File: src/rtl/crtc_hd6845.sv
// crtc_hd6845: simplified HD6845-class CRTC.
// Character/raster counters, sync and display timing, MA/RA generation.
module crtc_hd6845 #(
  parameter int HCNT_W         = 8,
  parameter bit ZERO_VSW_IS_16 = 1'b1
) (
  input  logic        clk,
  input  logic        RESET_N,
  input  logic        CLKEN,
  input  logic        BUS_EN,
  input  logic        CS_N,
  input  logic        RS,
  input  logic        R_NW,
  input  logic [7:0]  DI,
  output logic [7:0]  DO,
  output logic [13:0] MA,
  output logic [4:0]  RA,
  output logic        HSYNC,
  output logic        VSYNC,
  output logic        DISPEN
);

  logic [4:0]        idx_q, idx_d;
  logic [HCNT_W-1:0] r0_q, r0_d, r1_q, r1_d, r2_q, r2_d;
  logic [7:0]        r3_q, r3_d, r13_q, r13_d;
  logic [6:0]        r4_q, r4_d, r6_q, r6_d, r7_q, r7_d;
  logic [4:0]        r5_q, r5_d, r9_q, r9_d;
  logic [1:0]        r8_q, r8_d;
  logic [5:0]        r12_q, r12_d;

  logic [HCNT_W-1:0] hcc_q, hcc_d;
  logic [4:0]        vlc_q, vlc_d;
  logic [6:0]        vcc_q, vcc_d;
  logic              adj_q, adj_d;
  logic [4:0]        adj_cnt_q, adj_cnt_d;
  logic              h_de_q, h_de_d;
  logic              v_de_q, v_de_d;
  logic [3:0]        hs_cnt_q, hs_cnt_d;
  logic [4:0]        vs_cnt_q, vs_cnt_d;
  logic [13:0]       row_base_q, row_base_d;
  logic [13:0]       next_base_q, next_base_d;
  logic [13:0]       ma_q, ma_d;
  logic [4:0]        ra_q, ra_d;
  logic              hsync_q, hsync_d;
  logic              vsync_q, vsync_d;
  logic              dispen_q, dispen_d;

  logic              wr, eol, frame_end, latch;
  logic [13:0]       nb;
  logic [3:0]        hsw;
  logic [4:0]        vsw_lines;
  logic              unused_ok;

  // Mode register is kept but has no effect on timing.
  assign unused_ok = ^r8_q;

  assign hsw       = r3_q[3:0];
  assign vsw_lines = (r3_q[7:4] != 4'd0) ? {1'b0, r3_q[7:4]} :
                     (ZERO_VSW_IS_16 ? 5'd16 : 5'd0);

  always_comb begin
    DO = 8'd0;
    unique case (1'b1)
      RS && idx_q == 5'd12: DO = {2'b00, r12_q};
      RS && idx_q == 5'd13: DO = r13_q;
      default:              DO = 8'd0;
    endcase
  end

  always_comb begin
    wr    = BUS_EN & ~CS_N & ~R_NW;
    idx_d = idx_q;
    r0_d  = r0_q;
    r1_d  = r1_q;
    r2_d  = r2_q;
    r3_d  = r3_q;
    r4_d  = r4_q;
    r5_d  = r5_q;
    r6_d  = r6_q;
    r7_d  = r7_q;
    r8_d  = r8_q;
    r9_d  = r9_q;
    r12_d = r12_q;
    r13_d = r13_q;
    if (wr && !RS) idx_d = DI[4:0];
    if (wr && RS) begin
      case (idx_q)
        5'd0:    r0_d  = HCNT_W'(DI);
        5'd1:    r1_d  = HCNT_W'(DI);
        5'd2:    r2_d  = HCNT_W'(DI);
        5'd3:    r3_d  = DI;
        5'd4:    r4_d  = DI[6:0];
        5'd5:    r5_d  = DI[4:0];
        5'd6:    r6_d  = DI[6:0];
        5'd7:    r7_d  = DI[6:0];
        5'd8:    r8_d  = DI[1:0];
        5'd9:    r9_d  = DI[4:0];
        5'd12:   r12_d = DI[5:0];
        5'd13:   r13_d = DI;
        default: ;
      endcase
    end
  end

  always_comb begin
    hcc_d       = hcc_q;
    vlc_d       = vlc_q;
    vcc_d       = vcc_q;
    adj_d       = adj_q;
    adj_cnt_d   = adj_cnt_q;
    h_de_d      = h_de_q;
    v_de_d      = v_de_q;
    hs_cnt_d    = hs_cnt_q;
    vs_cnt_d    = vs_cnt_q;
    row_base_d  = row_base_q;
    next_base_d = next_base_q;
    ma_d        = ma_q;
    ra_d        = ra_q;
    hsync_d     = hsync_q;
    vsync_d     = vsync_q;
    dispen_d    = dispen_q;
    eol         = 1'b0;
    frame_end   = 1'b0;
    latch       = 1'b0;
    nb          = next_base_q;
    if (CLKEN) begin
      eol   = (hcc_q == r0_q);
      hcc_d = eol ? '0 : hcc_q + 1'b1;

      if (hcc_d == r1_q)    h_de_d = 1'b0;
      else if (hcc_d == '0) h_de_d = 1'b1;

      if (hsync_q) begin
        if (hs_cnt_q == 4'd1) hsync_d  = 1'b0;
        else                  hs_cnt_d = hs_cnt_q - 4'd1;
      end else if (hcc_d == r2_q && r2_q <= r0_q && hsw != 4'd0) begin
        hsync_d  = 1'b1;
        hs_cnt_d = hsw;
      end

      // End of the last raster of a row: this MA starts the next row.
      latch       = (hcc_q == r1_q) && (vlc_q == r9_q);
      nb          = latch ? ma_q : next_base_q;
      next_base_d = nb;

      if (eol) begin
        row_base_d = nb;
        if (adj_q) begin
          if (adj_cnt_q == r5_q) begin
            frame_end = 1'b1;
          end else begin
            vlc_d     = vlc_q + 5'd1;
            adj_cnt_d = adj_cnt_q + 5'd1;
          end
        end else if (vlc_q == r9_q) begin
          if (vcc_q == r4_q) begin
            if (r5_q == 5'd0) begin
              frame_end = 1'b1;
            end else begin
              adj_d     = 1'b1;
              adj_cnt_d = 5'd1;
              vlc_d     = vlc_q + 5'd1;
            end
          end else begin
            vlc_d = 5'd0;
            vcc_d = vcc_q + 7'd1;
          end
        end else begin
          vlc_d = vlc_q + 5'd1;
        end

        if (frame_end) begin
          vcc_d       = 7'd0;
          vlc_d       = 5'd0;
          adj_d       = 1'b0;
          v_de_d      = 1'b1;
          row_base_d  = {r12_q, r13_q};
          next_base_d = {r12_q, r13_q};
        end
        if (vcc_d == r6_q) v_de_d = 1'b0;

        if (vsync_q) begin
          if (vs_cnt_q == 5'd1) vsync_d  = 1'b0;
          else                  vs_cnt_d = vs_cnt_q - 5'd1;
        end else if (vcc_d == r7_q && vlc_d == 5'd0 && vsw_lines != 5'd0) begin
          vsync_d  = 1'b1;
          vs_cnt_d = vsw_lines;
        end
      end

      ma_d     = row_base_d + 14'(hcc_d);
      ra_d     = vlc_d;
      dispen_d = h_de_d & v_de_d;
    end
  end

  always_ff @(posedge clk or negedge RESET_N) begin
    if (!RESET_N) begin
      idx_q       <= '0;
      r0_q        <= '0;
      r1_q        <= '0;
      r2_q        <= '0;
      r3_q        <= '0;
      r4_q        <= '0;
      r5_q        <= '0;
      r6_q        <= '0;
      r7_q        <= '0;
      r8_q        <= '0;
      r9_q        <= '0;
      r12_q       <= '0;
      r13_q       <= '0;
      hcc_q       <= '0;
      vlc_q       <= '0;
      vcc_q       <= '0;
      adj_q       <= 1'b0;
      adj_cnt_q   <= '0;
      h_de_q      <= 1'b0;
      v_de_q      <= 1'b0;
      hs_cnt_q    <= '0;
      vs_cnt_q    <= '0;
      row_base_q  <= '0;
      next_base_q <= '0;
      ma_q        <= '0;
      ra_q        <= '0;
      hsync_q     <= 1'b0;
      vsync_q     <= 1'b0;
      dispen_q    <= 1'b0;
    end else begin
      idx_q       <= idx_d;
      r0_q        <= r0_d;
      r1_q        <= r1_d;
      r2_q        <= r2_d;
      r3_q        <= r3_d;
      r4_q        <= r4_d;
      r5_q        <= r5_d;
      r6_q        <= r6_d;
      r7_q        <= r7_d;
      r8_q        <= r8_d;
      r9_q        <= r9_d;
      r12_q       <= r12_d;
      r13_q       <= r13_d;
      hcc_q       <= hcc_d;
      vlc_q       <= vlc_d;
      vcc_q       <= vcc_d;
      adj_q       <= adj_d;
      adj_cnt_q   <= adj_cnt_d;
      h_de_q      <= h_de_d;
      v_de_q      <= v_de_d;
      hs_cnt_q    <= hs_cnt_d;
      vs_cnt_q    <= vs_cnt_d;
      row_base_q  <= row_base_d;
      next_base_q <= next_base_d;
      ma_q        <= ma_d;
      ra_q        <= ra_d;
      hsync_q     <= hsync_d;
      vsync_q     <= vsync_d;
      dispen_q    <= dispen_d;
    end
  end

  assign MA     = ma_q;
  assign RA     = ra_q;
  assign HSYNC  = hsync_q;
  assign VSYNC  = vsync_q;
  assign DISPEN = dispen_q;

endmodule
File: config.mk
export PLATFORM = sky130hd
export DESIGN_NAME = crtc_hd6845
export DESIGN_NICKNAME = d
export VERILOG_FILES = /design/src/rtl/crtc_hd6845.sv
export SDC_FILE = /design/constraint.sdc
export NUM_CORES = 1
export LEC_CHECK = 0
export BUFFER_PORTS_ARGS = -buffer_cell sky130_fd_sc_hd__clkbuf_2
export CORE_MARGIN = 2
export CORE_UTILIZATION = 47
export CTS_BUF_LIST = sky130_fd_sc_hd__clkbuf_8 sky130_fd_sc_hd__clkbuf_16
export CTS_CLUSTER_SIZE = 10
export DETAILED_ROUTE_END_ITERATION = 6
export HOLD_SLACK_MARGIN = 0.15
export PLACE_DENSITY = 0.61
export SLEW_MARGIN = 0
export SYNTH_ARGS = -nofsm -noshare
export SYNTH_HDL_FRONTEND = slang
export SYNTH_SLANG_ARGS = --single-unit
File: constraint.sdc
create_clock -name clk -period 5.4 [get_ports clk]
set_input_delay 0.27 -clock clk [delete_from_list [all_inputs] [get_ports clk]]
set_output_delay 0.27 -clock clk [all_outputs]
set_load 0.05 [all_outputs]
; Word-level counts from Yosys, hierarchy flattened
; Index checks and enable logic that the tools add are counted.
[word_totals]
regBits = 164
input_bits = 15
out_inout_bits = 30
elab_cells = 160
[classes]
n_addsub = 7
n_lt_le_gt_ge = 1
eq_ne = 25
n_mux = 59
bitwise = 5
n_reduce_logical = 36
[op_table]
columns = operator, count
row1 = two-way mux 5 bit, 18
row2 = two-way mux 14 bit, 5
row3 = two-way mux 7 bit, 6
row4 = equality test 8 bit, 4
row5 = two-way mux 1 bit, 25
row6 = AND reduction 2 bit, 12
row7 = equality test 7 bit, 3
row8 = equality test 5 x 3 -> 1 bit (second input constant), 4
row9 = one-hot mux 8 bit (2 select lines), 1
row10 = equality test 5 x 4 -> 1 bit (second input constant), 3
row11 = zero test 5 bit, 3
row12 = adder 14 x 8 -> 14 bit, 1
row13 = two-way mux 4 bit, 3
row14 = adder 5 x 1 -> 5 bit (second input constant), 2
row15 = equality test 5 x 1 -> 1 bit (second input constant), 2
row16 = equality test 5 x 2 -> 1 bit (second input constant), 2
row17 = equality test 5 bit, 2
row18 = logical AND 1 bit, 9
row19 = adder 8 x 1 -> 8 bit (second input constant), 1
row20 = less-or-equal comparator 8 bit, 1
row21 = zero test 8 bit, 1
row22 = two-way mux 8 bit, 1
row23 = inequality test 2 bit (second input constant), 4
row24 = nonzero test 2 bit, 4
row25 = other kinds (12), 16

; Longest topological paths before layout
[depth]
depth_word = 15
depth_mapped = 24
depth_no_buf = 20

; Worst setup path before layout
; Ideal clock, no wire load.
[synth_timing]
path_type = reg-to-reg
from = register, netlist name RA[2]
to = register ma_q[10], in the netlist MA[10]
setup_time_ps = 125
t_arrival_ps = 4656
required_time_ps = 5275
slack_ps = 619
stages_incl_launch_ff = 23
path_buffers = 2
synth_period_minus_slack_ps = 4781
path_cell_list = dfrtp_1 -> buf_2 -> xnor2_2 -> nand2_1 -> nor4_4 -> clkbuf_1 -> mux2i_1 -> nor2_1 -> a21oi_1 -> nor2_1 -> a21o_1 -> ha_1 -> fa_1 -> a21oi_1 -> nor2_1 -> nor2_1 -> o21bai_1 -> a21oi_1 -> o21ai_0 -> a21oi_1 -> nor2_1 -> xnor2_1 -> mux2_2
[synth_lines]
columns = item, line_no
row1 = "end signal, assigned", 253  ; ma_q <= ma_d;
row2 = "end, declared", 42  ; logic [13:0] ma_q, ma_d;

==> run metrics <==
status=completed; Hold WC Path Type=in2reg; Yosys cell types=74; Core Area=19600 sq um; synth warn=0; crit start category=flop; largest cells by area after synthesis=dfrtp_1 44%, mux2_2 12%, xnor2_1 4.5%, nand2_1 3.7%, o21ai_0 3.5%; Synth top area share=a little over two fifths; critical path startpoint=RA[3]; CP Data Required Time=5710 ps; area leader, netlist=dfrtp_1; Syn-to-layout area delta=11.8%; Final setup viols=0; Rows=a little over 50; CP max FO=9; post-route cell area=10600 sq um; Final period util=about 84%; CP max-delay cell=dfrtp_1; WS Path Type=reg2reg; drc violations=0; antenna-violating nets left=0; fin crit period=roughly 4600 ps; number of buffers added on ports=44; cell area after synthesis=9430 sq um; Worst Setup End Kind=flop; placed inst area=9890 sq um; synthesized flop and latch total=around 160; Post-synth EDFFs=0; Power Density=518 nW/um^2; critical-path cell list=xnor2_2 > nand3_4 > or3_1 > o21ai_2 > nor2_1 > a21oi_1 > nor2_1 > a21o_1 > ha_1 > fa_1 > a21oi_1 > nor2_1 > nor2_1 > o21bai_1 > a21oi_1 > o21ai_0 > a21oi_1 > nor2_1 > xnor2_1 > mux2_2; syn avg cell area=10.0 sq um; Layout Nets=1009; most used cell, CP=nor2_1; share of layout cells above drive strength 1=between 20% and 30%; antenna diode count=0; Routed WL=23900 microns; R2R Path Start=RA[3]; Async SR Flop Fraction=100%; Congestion Overflow GR=0; max_cap viols=0; register area share after synthesis=43.5%; clock root buffer=clkbuf_16; GRT Total Usage=roughly 23%; most numerous cell in the Yosys netlist=dfrtp_1; Num CTS Buffers=17; Via-to-Cell Ratio=5.68; CTS tree=built; final number of max-transition violations=0; CTS Buffer Depth=2; total power=0.00547 W; Die Span Y=146 microns; Vias=7089; relative slew slack=20.0%; synthesized instance count=940; Setup WS post-layout=849 ps; Ports=45; Setup WS pre-CTS=826 ps; slowest cell delay on critical path=470 ps; critical path data arrival time=4870 ps; maximum VDD drop=about 0.00023 V; worst-margin pin slew=1200 ps; Initial Utilization=48.2%; Buf/Inv on CP=0; Die Width=146 microns; router iterations before antenna repair=5; H-tree levels=4; HP Start=DI[7]; Avg WL per Cell=19.1 microns; GPL Wtd Cong=roughly 0.85; number of antenna violations at the first check in global routing=0; Post-synth top flop=dfrtp_1; Pleak=4.86 nW; clock skew=8.34 ps; DIE AREA=between 20000 and 25000 sq um; clock transition at the registers of the reported paths=70 ps; Clock Latency Late Sink=430 ps; final setup TNS=0 ps; Num Clock Sinks=164; Synth Net Count=980; vias in the first global route=6881; first-pass GRT wire length=39000 microns; Final HPWL DP=17200 microns; commonest cells in the netlist=164 x dfrtp_1, 99 x mux2_2, 92 x nand2_1; RSZ-0062 raised after global routing=false; Fmax=~0.22 GHz; drt initial violations=just over 400; endpoints failing hold=0; cell class contributing the biggest share of worst-path delay=compound AO/OA/AOI/OAI gates; fillers=1804; largest net degree at the start of global routing=77
## final timing paths
check / endpoint / slack [ps] / cells past startpoint
worst max-delay path: MA[10] / 850 / 20
worst min-delay path: r3_q[7] / 260 / 2
worst max register to register: MA[10] / 850 / 20
worst min register to register: next_base_q[0] / 480 / 2
max in group asynchronous: next_base_q[6] / 3770 / 3
min in group asynchronous: row_base_q[3] / 310 / 2
## worst reg2reg max path, cell delays in order (launching register included)
cell	delay (ps)
dfrtp_1	470
xnor2_2	210
nand3_4	180
or3_1	450
o21ai_2	380
nor2_1	100
a21oi_1	160
nor2_1	70
a21o_1	160
ha_1	210
fa_1	420
a21oi_1	160
nor2_1	50
nor2_1	160
o21bai_1	80
a21oi_1	250
o21ai_0	120
a21oi_1	320
nor2_1	110
xnor2_1	130
mux2_2	260
## sequential cells by signal, summed over array words and instances (netlist names), 8 cells and up
| register | flops |
|---|---|
| hcc_q | 8 |
| r2_q | 8 |
| row_base_q | 14 |
| r3_q | 8 |
| r1_q | 8 |
| next_base_q | 14 |
| MA | 14 |
| r13_q | 8 |
| r0_q | 8 |
## metal layers
metal  global-route usage, %  routed length (microns)
met5                       0                        0
met4                    4.80                      206
met3                    3.61                      761
met2                    36.8                    11100
met1                    33.9                    11800
## report_power, final
group / switching, W / internal [W] / total [W]
Clock: 0.000528 / 0.000826 / 0.00135
Combinational: 0.00134 / 0.000883 / 0.00222
Sequential: 0.000360 / 0.00153 / 0.00189
## per-stage QoR
| step | hold WS [ps] | std cells | utilization, % |
|---|---|---|---|
| floorplan | -25.6 | 940 | - |
| global placement | 197 | 1214 | 50.5 |
| detailed placement | 198 | 1214 | 50.5 |
| CTS | 246 | 1247 | 53.9 |
| global route | 268 | 1247 | 53.9 |
| finish | 255 | 1247 | 53.9 |
## placed cells by master (no fill, tap or decap), types with 8 or more instances in the layout
master | netlist | final
dfrtp_1 | 164 | 164
mux2_2 | 99 | 99
nand2_1 | 92 | 92
o21ai_0 | 66 | 66
nor2_1 | 66 | 66
a21oi_1 | 52 | 52
xnor2_1 | 48 | 48
clkbuf_2 | 0 | 43
inv_1 | 25 | 25
xor2_1 | 24 | 24
ha_1 | 24 | 24
nand3_1 | 20 | 20
a21o_1 | 19 | 19
nand4_1 | 17 | 17
clkbuf_16 | 0 | 17
mux2i_1 | 14 | 14
nor3_1 | 14 | 14
a22o_1 | 12 | 12
buf_4 | 0 | 12
nor2b_1 | 10 | 10
nor3b_1 | 8 | 8
nor4_1 | 8 | 8
a31oi_1 | 8 | 8
and2_1 | 8 | 8
## cells by family (layout without fill, tap and decap cells)
kind of cell / count (synthesis) / in the layout / synth area share [%]
muxes: 117 / 117 / 13.9
buffers and inverters: 72 / 114 / 3.08
and+or+nand+nor: 280 / 280 / 14.9
adders and majority gates: 25 / 25 / 3.40
DFF: 164 / 164 / 43.5
AOI/OAI and AO/OA: 205 / 205 / 13.6
xor gates and xnor gates: 77 / 77 / 7.55
## layout make-up
cell class                      instances  area (sq um)  area share (%)
Multi-Input combinational cell        704          5040            47.8
Clock buffer                           17           425            4.03
Tap cell                              265           332            3.14
Inverter                               25          93.8           0.889
Clock inverter                         15           226            2.15
Timing Repair Buffer                   57           327            3.10
Sequential cell                       164          4100            38.9
## timing repair
item                                   in CTS  in global routing
hold buffers                                1                  0
setup buffers                               0                  0
endpoints found under the hold margin      39                  0
resized for setup                           0                  0
No activity file was read; power rests on OpenSTA's default activity.
